==> src/rtl/fp32_mul_pipe.sv <==
// Two-stage pipelined IEEE-754 single-precision multiplier (flush-to-zero, round-to-nearest-even).
// Stage 1 splits fields, classifies operands and forms the 48-bit product; stage 2 normalizes, rounds and packs.
module fp32_mul_pipe #(
   parameter int unsigned EXP_BIAS = 127,
   parameter logic [31:0] QNAN     = 32'h7FC00000
) (
   input  logic        clk,
   input  logic        reset_n,
   input  logic        in_valid,
   input  logic [31:0] a,
   input  logic [31:0] b,
   output logic        out_valid,
   output logic [31:0] result,
   output logic        flag_invalid,
   output logic        flag_overflow,
   output logic        flag_underflow,
   output logic        flag_inexact
);

   typedef enum logic [1:0] {CLS_ZERO, CLS_NORMAL, CLS_INF, CLS_NAN} op_class_e;

   // Exponent 0 is always zero here: subnormal inputs are flushed regardless of fraction.
   function automatic op_class_e classify(input logic [30:0] x);
      if (x[30:23] == 8'h00)
         return CLS_ZERO;
      else if (x[30:23] != 8'hFF)
         return CLS_NORMAL;
      else if (x[22:0] == 23'd0)
         return CLS_INF;
      else
         return CLS_NAN;
   endfunction

   op_class_e         cls_a, cls_b;
   logic              sign_c, snan_a, snan_b;
   logic              special_c, special_inv_c;
   logic [31:0]       special_res_c;
   logic [23:0]       mant_a, mant_b;
   logic [47:0]       prod_c;
   logic signed [9:0] exp_c;

   logic              s1_valid, s1_sign, s1_special, s1_special_inv;
   logic [31:0]       s1_special_res;
   logic [47:0]       s1_prod;
   logic signed [9:0] s1_exp;

   always_comb begin
      cls_a         = classify(a[30:0]);
      cls_b         = classify(b[30:0]);
      sign_c        = a[31] ^ b[31];
      snan_a        = (cls_a == CLS_NAN) && !a[22];
      snan_b        = (cls_b == CLS_NAN) && !b[22];
      mant_a        = (cls_a == CLS_ZERO) ? 24'd0 : {1'b1, a[22:0]};
      mant_b        = (cls_b == CLS_ZERO) ? 24'd0 : {1'b1, b[22:0]};
      prod_c        = {24'd0, mant_a} * {24'd0, mant_b};
      exp_c         = $signed({2'b00, a[30:23]}) + $signed({2'b00, b[30:23]})
                      - $signed(10'(EXP_BIAS));
      special_c     = 1'b1;
      special_inv_c = 1'b0;
      special_res_c = {sign_c, 31'd0};
      // Special operands resolved in priority order: NaN, Inf*0, Inf, zero.
      if (cls_a == CLS_NAN || cls_b == CLS_NAN) begin
         special_res_c = QNAN;
         special_inv_c = snan_a | snan_b;
      end else if ((cls_a == CLS_INF && cls_b == CLS_ZERO) ||
                   (cls_a == CLS_ZERO && cls_b == CLS_INF)) begin
         special_res_c = QNAN;
         special_inv_c = 1'b1;
      end else if (cls_a == CLS_INF || cls_b == CLS_INF) begin
         special_res_c = {sign_c, 8'hFF, 23'd0};
      end else if (cls_a == CLS_ZERO || cls_b == CLS_ZERO) begin
         special_res_c = {sign_c, 31'd0};
      end else begin
         special_c = 1'b0;
      end
   end

   always_ff @(posedge clk or negedge reset_n) begin
      if (!reset_n) begin
         s1_valid       <= 1'b0;
         s1_sign        <= 1'b0;
         s1_special     <= 1'b0;
         s1_special_inv <= 1'b0;
         s1_special_res <= 32'd0;
         s1_prod        <= 48'd0;
         s1_exp         <= 10'sd0;
      end else begin
         s1_valid <= in_valid;
         if (in_valid) begin
            s1_sign        <= sign_c;
            s1_special     <= special_c;
            s1_special_inv <= special_inv_c;
            s1_special_res <= special_res_c;
            s1_prod        <= prod_c;
            s1_exp         <= exp_c;
         end
      end
   end

   logic [22:0]       mant_n, frac_r;
   logic              guard, sticky, round_up, carry;
   logic signed [9:0] exp_n;
   logic [31:0]       res_c;
   logic              inv_c, ovf_c, unf_c, inx_c;

   always_comb begin
      if (s1_prod[47]) begin
         mant_n = s1_prod[46:24];
         guard  = s1_prod[23];
         sticky = |s1_prod[22:0];
      end else begin
         mant_n = s1_prod[45:23];
         guard  = s1_prod[22];
         sticky = |s1_prod[21:0];
      end
      round_up        = guard & (sticky | mant_n[0]);
      // A carry out of the all-ones fraction leaves frac_r at zero and bumps the exponent.
      {carry, frac_r} = {1'b0, mant_n} + {23'd0, round_up};
      exp_n           = s1_exp + $signed({9'd0, s1_prod[47]}) + $signed({9'd0, carry});
      res_c           = {s1_sign, exp_n[7:0], frac_r};
      inv_c           = 1'b0;
      ovf_c           = 1'b0;
      unf_c           = 1'b0;
      inx_c           = guard | sticky;
      if (s1_special) begin
         res_c = s1_special_res;
         inv_c = s1_special_inv;
         inx_c = 1'b0;
      end else if (exp_n >= 10'sd255) begin
         res_c = {s1_sign, 8'hFF, 23'd0};
         ovf_c = 1'b1;
         inx_c = 1'b1;
      end else if (exp_n <= 10'sd0) begin
         res_c = {s1_sign, 31'd0};
         unf_c = 1'b1;
         inx_c = 1'b1;
      end
   end

   // Result holds between operations; flags are only meaningful alongside out_valid.
   always_ff @(posedge clk or negedge reset_n) begin
      if (!reset_n) begin
         out_valid      <= 1'b0;
         result         <= 32'd0;
         flag_invalid   <= 1'b0;
         flag_overflow  <= 1'b0;
         flag_underflow <= 1'b0;
         flag_inexact   <= 1'b0;
      end else begin
         out_valid <= s1_valid;
         if (s1_valid) begin
            result         <= res_c;
            flag_invalid   <= inv_c;
            flag_overflow  <= ovf_c;
            flag_underflow <= unf_c;
            flag_inexact   <= inx_c;
         end else begin
            flag_invalid   <= 1'b0;
            flag_overflow  <= 1'b0;
            flag_underflow <= 1'b0;
            flag_inexact   <= 1'b0;
         end
      end
   end

endmodule

==> config.mk <==
export PLATFORM = sky130hd
export DESIGN_NAME = fp32_mul_pipe
export DESIGN_NICKNAME = d
export VERILOG_FILES = /design/src/rtl/fp32_mul_pipe.sv
export SDC_FILE = /design/constraint.sdc
export NUM_CORES = 2
export LEC_CHECK = 0
export CORE_ASPECT_RATIO = 1.4
export CORE_MARGIN = 5
export CORE_UTILIZATION = 30
export DETAILED_ROUTE_END_ITERATION = 16
export MAX_ROUTING_LAYER = met4
export PLACE_DENSITY_LB_ADDON = 0.05
export REMOVE_ABC_BUFFERS = 1
export SLEW_MARGIN = 10
export SYNTH_ARGS = -nofsm -noshare
export SYNTH_HDL_FRONTEND = slang
export SYNTH_SLANG_ARGS = --single-unit
==> constraint.sdc <==
create_clock -name clk -period 8.2 [get_ports clk]
set_clock_uncertainty 0.2 [all_clocks]
set_input_delay 0.82 -clock clk [delete_from_list [all_inputs] [get_ports clk]]
set_output_delay 0.82 -clock clk [all_outputs]
set_load 0.02 [all_outputs]
# --- After elaboration in Yosys (flattened, before gate mapping) ---
# Index checks and enable logic that the tools add are counted.
# W data, S select, Z words.
word_totals:
  ff_bits: 131
  out_inout_bits: 37
  word_cells: 86
op_classes:
  multipliers: 1
  bitwise_logic: 5
  magnitude_cmp: 2
  addsub: 5
  mux: 36
  eq_ne: 6
  reduce_logical: 18
op_table:
  columns: ["operator", "count"]
  rows:
  - ["$mux W32", 3]
  - ["$mux W31", 3]
  - ["$mul A24 B24 Y48", 1]
  - ["$mux W24", 2]
  - ["$logic_not A23 Y1", 2]
  - ["$add A23 B1 Y24", 1]
  - ["$mux W1", 23]
  - ["$mux W23", 1]
  - ["$reduce_or A23 Y1", 1]
  - ["$reduce_or A22 Y1", 1]
  - ["$add A10 B2 Y10", 2]
  - ["$logic_not A8 Y1", 2]
  - ["$ne A8 B8 Y1 const B", 2]
  - ["$ge A10 B9 Y1 const B", 1]
  - ["$le A10 B1 Y1 const B", 1]
  - ["$sub A9 B7 Y10 const B", 1]
  - ["$add A8 B8 Y9", 1]
  - ["$eq A2 B2 Y1 const B", 4]
  - ["$mux W2", 4]
  - ["$logic_and A1 B1 Y1", 4]
  - ["$logic_not A2 Y1", 2]
  - ["$logic_or A1 B1 Y1", 4]
  - ["$or A1 B1 Y1", 3]
  - ["$logic_not A1 Y1", 2]
  - ["other kinds (2)", 2]

# --- Depth between registers and ports, before layout ---
depth:
  word_depth: 11
  ltp_mapped: 32

# --- Least setup slack after synthesis ---
# OpenSTA, ideal clock, no wires.
synth_path:
  path_kind: "in2reg"
  startpoint: "in b[30]"
  endpoint: "reg s1_prod[31]"
  setup_slack_ps: -240
  t_arrival_ps: 8100
  path_buffers: 3
  required_time_ps: 7860
  path_stages: 29
  cell_sequence: "or4_1 -> nor2_1 -> nor2_1 -> clkbuf_1 -> clkbuf_1 -> clkbuf_1 -> and3_1 -> fa_1 -> fa_1 -> inv_1 -> fa_1 -> inv_1 -> fa_1 -> inv_1 -> fa_1 -> inv_1 -> fa_1 -> inv_1 -> fa_1 -> inv_1 -> ha_1 -> a21oi_1 -> o21ai_1 -> a41o_1 -> a211oi_1 -> o31ai_1 -> a311o_1 -> xnor2_1 -> mux2i_1"
synth_between:
  elab_chain_len: 6
  elab_cells_between_ends: 7
  cone_classes: "1 x mul; 1 x eq/ne; 3 x mux; 2 x reduce/logical"
synth_lines:
  columns: ["item", "line", "rtl"]
  rows:
  - ["start, declared", "11", "input logic [31:0] b,"]
  - ["$ne A8 B8 Y1", "26", "else if (x[30:23] != 8'hFF)"]
  - ["$mux W2", "26", null]
  - ["$mux W2 *", "24", "if (x[30:23] == 8'h00)"]
  - ["$logic_not A2 Y1 *", "54", "mant_b = (cls_b == CLS_ZERO) ? 24'd0 : {1'b1, b[22:0]};"]
  - ["$mux W24 *", "54", null]
  - ["$mul A24 B24 Y48 *", "55", "prod_c = {24'd0, mant_a} * {24'd0, mant_b};"]
  - ["end signal, assigned", "94", "s1_prod <= prod_c;"]
  - ["end, declared", "44", "logic [47:0] s1_prod;"]
# Every way passes the cells marked *; elsewhere a longest branch is shown, timed or not.
# A chain may end at the register's enable or synchronous reset.

# --- Final worst setup path ---
layout_path:
  startpoint: "in b[28]"
  endpoint: "reg s1_prod[39]"
# Same word-level chain as after synthesis.

==> impl_metrics.tcl <==
set metrics [dict create \
    status "finished, final reports clean" \
    synth_area_um2 24900 \
    drtPass1Iterations 7 \
    num_rows 125 \
    synth_area_leader_cell "fa_1" \
    syn_area_per_cell_um2 8.93 \
    drcViolationCount 0 \
    drt_iter0_drc 1037 \
    coreArea_um2 82700 \
    die_h_um 351 \
    hold_path_class "in -> async" \
    slew_headroom_pct 41.5 \
    cts_tree "done" \
    fmax_mhz 124 \
    hold_viol 0 \
    grt.overflow.total 0 \
    cts-buffers-inserted 9 \
    crit_type "in -> reg" \
    crit_path_frequent_cell "fa_1" \
    synthFlopType "dfrtp_1" \
    groute.layer.met2.usage_pct 37.8 \
    htree_levels 3 \
    seq_area_frac_synth_pct 10.2 \
    cts_root_buf "clkbuf_16" \
    place.gp.congestion 0.897 \
    synth_edf_count 0 \
    cp_slowest_cell "fa_2" \
    arrival_ns 8.13 \
    wl_per_cell_um 21.2 \
    ys_ff_latch 102 \
    async_flop_share_pct 100 \
    antenna_found_initial 2 \
    busiest_layer "met2" \
    drive_above_1_share_pct 22.1 \
    grt_setup_unrepaired "yes" \
    grt_use_met3_pct 1.43 \
    yosysWarnings 0 \
    period_share_pct 98.5 \
    clkTransAtPathRegs_ns 0.08 \
    finalNonFillerCells 4213 \
    io_buffers 103 \
    cp-start-kind "input pin" \
    fill_cells 8430 \
    grt_max_degree 62 \
    vias_per_cell 4.83 \
    r2r_start "s1_prod[47]" \
    grt_usage_pct 21.2 \
    grt_pass1_wl_um 140000 \
    tightest_slew_ns 0.878 \
    cp.required_ns 8.26 \
    synth_area_leaders "fa_1, dfrtp_1, ha_1, inv_1, and3_1" \
    cp-end-kind "flop" \
    grt_pass1_vias 22900 \
    startpoint "b[28]" \
    final_nets 3872 \
    n_antenna_cell 0 \
    ctsHoldBuffers 0 \
    drv_cap 0 \
    wirelength_um 89500 \
    final-setup-viol-count 0 \
    whs_ns 0.233 \
    area_growth_pct 27.1 \
    antenna_left 0 \
    ys_types 75 \
    die-area_um2 89100 \
    clk_latency_ns 0.37 \
    use_met1_pct 26.1 \
    synthCells 2792 \
    cts_sinks 102 \
    start_util_pct 30.1 \
    hpwl_um 74000 \
    ioPinCount 104 \
    place_inst 4149 \
    min_period_ns 8.08 \
    clockBufferDepth 2 \
    crit_path_max_fanout 8 \
    vias 20300 \
    critical_path.max_stage_delay_ns 0.56 \
    synth_top_area_share_pct 38.8 \
    final-max-slew-violation-count 0 \
    die_w_um 254 \
]
layer usage:
layer | up-vias | share of wire (%)
li1 | 9377 | -
met1 | 10400 | 41
met2 | 410 | 53
met3 | 105 | 3.0
met4 | 0 | 3.0
met5 | - | 0
worst paths after layout:
check,endpoint,slack (ns),cells past startpoint
setup / recovery,s1_prod[39],0.12,31
hold / removal,result[26],0.23,1
setup reg to reg,result[22],2.44,17
hold reg to reg,result[4],0.29,1
max in group asynchronous,s1_prod[47],6.31,2
min in group clk,result[4],0.29,1
logic make-up after synthesis:
family / share of synthesized area, %
AO/OA/AOI/OAI: 6.52
AND/OR/NAND/NOR: 17.5
flip-flops: 10.2
adder cells (fa/ha/maj): 48.5
buffers and inverters: 11.7
XOR/XNOR: 2.98
multiplexers: 2.61
synthesized netlist by cell type, types with 5 or more instances:
| library cell | count |
|---|---|
| o211ai_1 | 9 |
| xnor2_1 | 52 |
| clkbuf_1 | 158 |
| mux2i_1 | 19 |
| fa_1 | 484 |
| nor3_1 | 7 |
| dfrtp_1 | 102 |
| o31ai_1 | 7 |
| a21o_1 | 15 |
| inv_1 | 603 |
| nor2b_1 | 11 |
| nand3_1 | 34 |
| o21bai_1 | 12 |
| o21a_1 | 6 |
| a22o_1 | 18 |
| a31oi_1 | 12 |
| nand2b_1 | 9 |
| a21oi_1 | 71 |
| a21boi_0 | 5 |
| o221ai_1 | 6 |
| xor2_1 | 31 |
| nand4_1 | 19 |
| and3_1 | 278 |
| buf_2 | 5 |
| nand2_1 | 345 |
| ha_1 | 192 |
| o21ai_0 | 41 |
| nor4_1 | 21 |
| nor2_1 | 66 |
| and2_1 | 41 |
| mux2_2 | 41 |
metrics by stage:
| stage | setup TNS, ns | util (%) | area [µm²] | setup slack (ns) |
|---|---|---|---|---|
| final | 0 | 38.3 | 31700 | 0.124 |
| after global routing | -0.283 | 38.3 | 31700 | -0.105 |
| after CTS | -0.0288 | 37.6 | 31100 | -0.0171 |
| after detailed placement | -26.24 | 35.9 | 29700 | -1.26 |
| after global placement | -26.17 | 35.9 | 29700 | -1.23 |
| after floorplan | -234.52 | - | 24300 | -6.08 |
cell type report:
type	instances	area, µm²	share of cell area, %
Clock inverter	7	58.8	0.186
Sequential cell	102	2550	8.06
Multi-Input combinational cell	1919	20500	64.8
Clock buffer	9	225	0.711
Tap cell	1079	1350	4.26
Inverter	604	2270	7.15
Timing Repair Buffer	493	4710	14.9
critical path: cells and delay by family:
kind                       cells  cell delay [ns]
AOI/OAI and AO/OA              3             0.41
xor gates and xnor gates       1             0.14
adders and majority gates      8             3.62
and+or+nand+nor                8             1.67
muxes                          1             0.25
buffers and inverters         10             1.15
sequential cells by signal, summed over array words and instances, names as in the netlist:
register and count:
flag_inexact 1, out_valid 1, flag_underflow 1, s1_special 1, s1_special_res 3, s1_exp 10, s1_special_inv 1, s1_prod 48
flag_invalid 1, s1_sign 1, s1_valid 1, result 32, flag_overflow 1
timing repair:
action / CTS / global route
endpoints found under the setup margin: 30 / 28
buffers inserted: 31 / 15
cloned: 5 / 3
resized for setup: 223 / 160
pin swaps: 82 / 131
layout by cell type (no fill, tap or decap), drive strengths merged, types with 4 or more instances in the layout:
master	Yosys	layout
dfrtp	102	102
buf	9	392
inv	603	605
nor2b	11	11
fa	484	484
o21ai	44	44
o21bai	12	12
ha	192	192
a31oi	12	12
or4	4	4
clkdlybuf4s50	0	85
or3	4	4
o31ai	7	7
xnor2	53	53
a21o	15	15
o21a	6	6
mux2	41	41
nor3	9	9
nand4	19	19
and3	278	278
and2	45	45
nand3	34	34
o211ai	9	9
nand2b	10	10
a311o	4	4
a21oi	71	71
nor4	21	21
a211oi	4	4
clkbuf	158	22
o221ai	6	6
a22o	18	18
mux2i	19	19
clkinv	1	5
a21boi	5	5
nor2	66	66
nand2	345	345
xor2	31	31
Power is left out: the tool's default activity adds up to more than one toggle a clock period on the data nets, which glitch-free logic cannot reach.
==> RTL change: new RTL, same flow settings <==
Make the reset (`reset_n`) synchronous in 2 clocked blocks.
--- a/src/rtl/fp32_mul_pipe.sv
+++ b/src/rtl/fp32_mul_pipe.sv
@@ -75,7 +75,7 @@
       end
    end
 
-   always_ff @(posedge clk or negedge reset_n) begin
+   always_ff @(posedge clk) begin
       if (!reset_n) begin
          s1_valid       <= 1'b0;
          s1_sign        <= 1'b0;
@@ -138,7 +138,7 @@
    end
 
    // Result holds between operations; flags are only meaningful alongside out_valid.
-   always_ff @(posedge clk or negedge reset_n) begin
+   always_ff @(posedge clk) begin
       if (!reset_n) begin
          out_valid      <= 1'b0;
          result         <= 32'd0;
Behaviour: not the same (Yosys sat finds a counterexample within 4 cycles, from zero or initial values and one cycle with reset_n low; the reset may be asserted at any time).
==> RTL change against the unedited design <==
Wire length is 1.5% lower. Largest cell class unchanged. Final cell count grew 1.4%. Area after synthesis rose by 0.19%. Critical path type unchanged. Count of clock-buffer cells in the layout unchanged. Global-route usage fell by 0.46 points. Sequential share of layout area fell by 1.4 points. Sequential cell count unchanged. Worst setup slack improved by 0.076 ns. Final area decreased by 2.6%. Core utilization fell by 1.1 points.
Power is not shown: default switching activity piles up to over one toggle a cycle in this logic, so the estimate is an artifact.
==> RTL change: results (changes against the unedited design) <==
Status
  – Status: complete, no violations

Global routing
  – Met1 GRT Util: 25.99% (-0.15 points)
  – Largest net degree at the start of global routing: 64 (+3.2%)
  – Number of global-route vias before repair: 22920 (+0.061%)
  – Antenna violations before repair: 0 (-2)
  – GRT met3 Usage: 1.018% (-0.41 points)
  – First-pass GRT wire length: 139000 um (-0.91%)
  – Met2 Usage GRT: 37.11% (-0.71 points)

Cells and area
  – Filler cells: 8724 (+3.5%)
  – Layout cell share with drive strength beyond 1: 16.95% (-5.2 points)
  – Nets@finish: 3930 (+1.5%)

Place
  – Placed cell count: 4236 (+2.1%)
  – Pre-CTS setup slack: -0.8702 ns (+0.3865 ns)
  – Area after DPL: 29560 um^2 (-0.53%)
  – Post-DP HPWL: 74500 um (+0.66%)
  – GP Congestion: 0.8871 (-1.0%)

Drt
  – First-pass iteration count of the detailed router: 6 (-1)
  – Routed WL: 88140 um (-1.5%)
  – DRT iter0 DRCs: 818 (-21%)

Setup path
  – Crit-path max cell delay: 0.64 ns (+0.08 ns)
  – R2R setup slack: 2.47 ns (+0.03 ns)
  – R2r endpoint: result[14]$_SDFFE_PN0P_
  – FF-to-FF path depth: 18 (+1)

Min path
  – HP Class: flop to flop

Logic synthesis
  – Ranking of synthesized cells by area: fa_1, ha_1, inv_1, dfxtp_1, and2_1
  – Most frequent cells after synthesis: inv_1, fa_1, nand2_1
  – Most used flip-flop cell after synthesis: dfxtp_1
  – Async set-reset flop share out of synthesis: 0% (-100 points)
[RTL change: logic make-up after synthesis]
family                   Yosys count  share of synthesized area (%)
multiplexers                      37                          1.507
buffers and inverters            765                          11.55
XOR/XNOR                          51                          1.787
flip-flops                       102                          8.171
AND/OR/NAND/NOR                  954                          19.94
adder cells (fa/ha/maj)          676                          48.39
AO/OA/AOI/OAI                    313                          8.662
[RTL change: routing by layer]
layer,up-vias,share of wire [%]
met2,364,52
met3,76,2.1
met4,0,2.4
met5,-,0
met1,10330,43
li1,9531,-
[RTL change: what timing repair did]
item	4_1_cts	5_1_grt
pin swaps	45	92
resized for setup	127	113
buffers inserted	13	6
gates cloned	4	1
endpoints found under the setup margin	26	22
[RTL change: worst max-delay path by stage]
stage               depth (start not counted)  slack (ns)  start                        to
finish                                     28        0.20  a[25]  s1_prod[35]$_SDFFE_PN0P_
global route                               32       -0.01  b[25]  s1_prod[35]$_SDFFE_PN0P_
CTS                                        32       0.009  b[27]  s1_prod[41]$_SDFFE_PN0P_
detailed placement                         31       -0.87  b[27]  s1_prod[44]$_SDFFE_PN0P_
global placement                           31       -0.91  b[27]  s1_prod[44]$_SDFFE_PN0P_
floorplan                                  25       -0.46  a[23]  s1_prod[47]$_SDFFE_PN0P_
[RTL change: layout make-up]
class | instances | area, um^2 | area share, %
repair buffers | 453 | 4115 | 13.34
clock buffers | 9 | 225.2 | 0.7300
inverters | 590 | 2215 | 7.178
clock inverters | 7 | 86.33 | 0.2798
flip-flops and latches | 102 | 2044 | 6.626
well taps | 1079 | 1350 | 4.376
multi-input cells | 2031 | 20820 | 67.47
[RTL change: tightest hold or removal path: cells and delay by family, from the launching register on]
family,cells,cell delay (ns)
flops,1,0.32
simple gates,1,0.06
compound gates,1,0.05
[RTL change: metrics by stage]
stage	setup TNS, ns	util (%)	hold slack, ns
final	0	37.22	0.2648
after detailed placement	-17.72	35.66	0.2544
after global placement	-18.35	35.66	0.2486
after global routing	-0.01405	37.22	0.2971
after floorplan	-3.288	-	0.2395
after CTS	0	36.95	0.2660
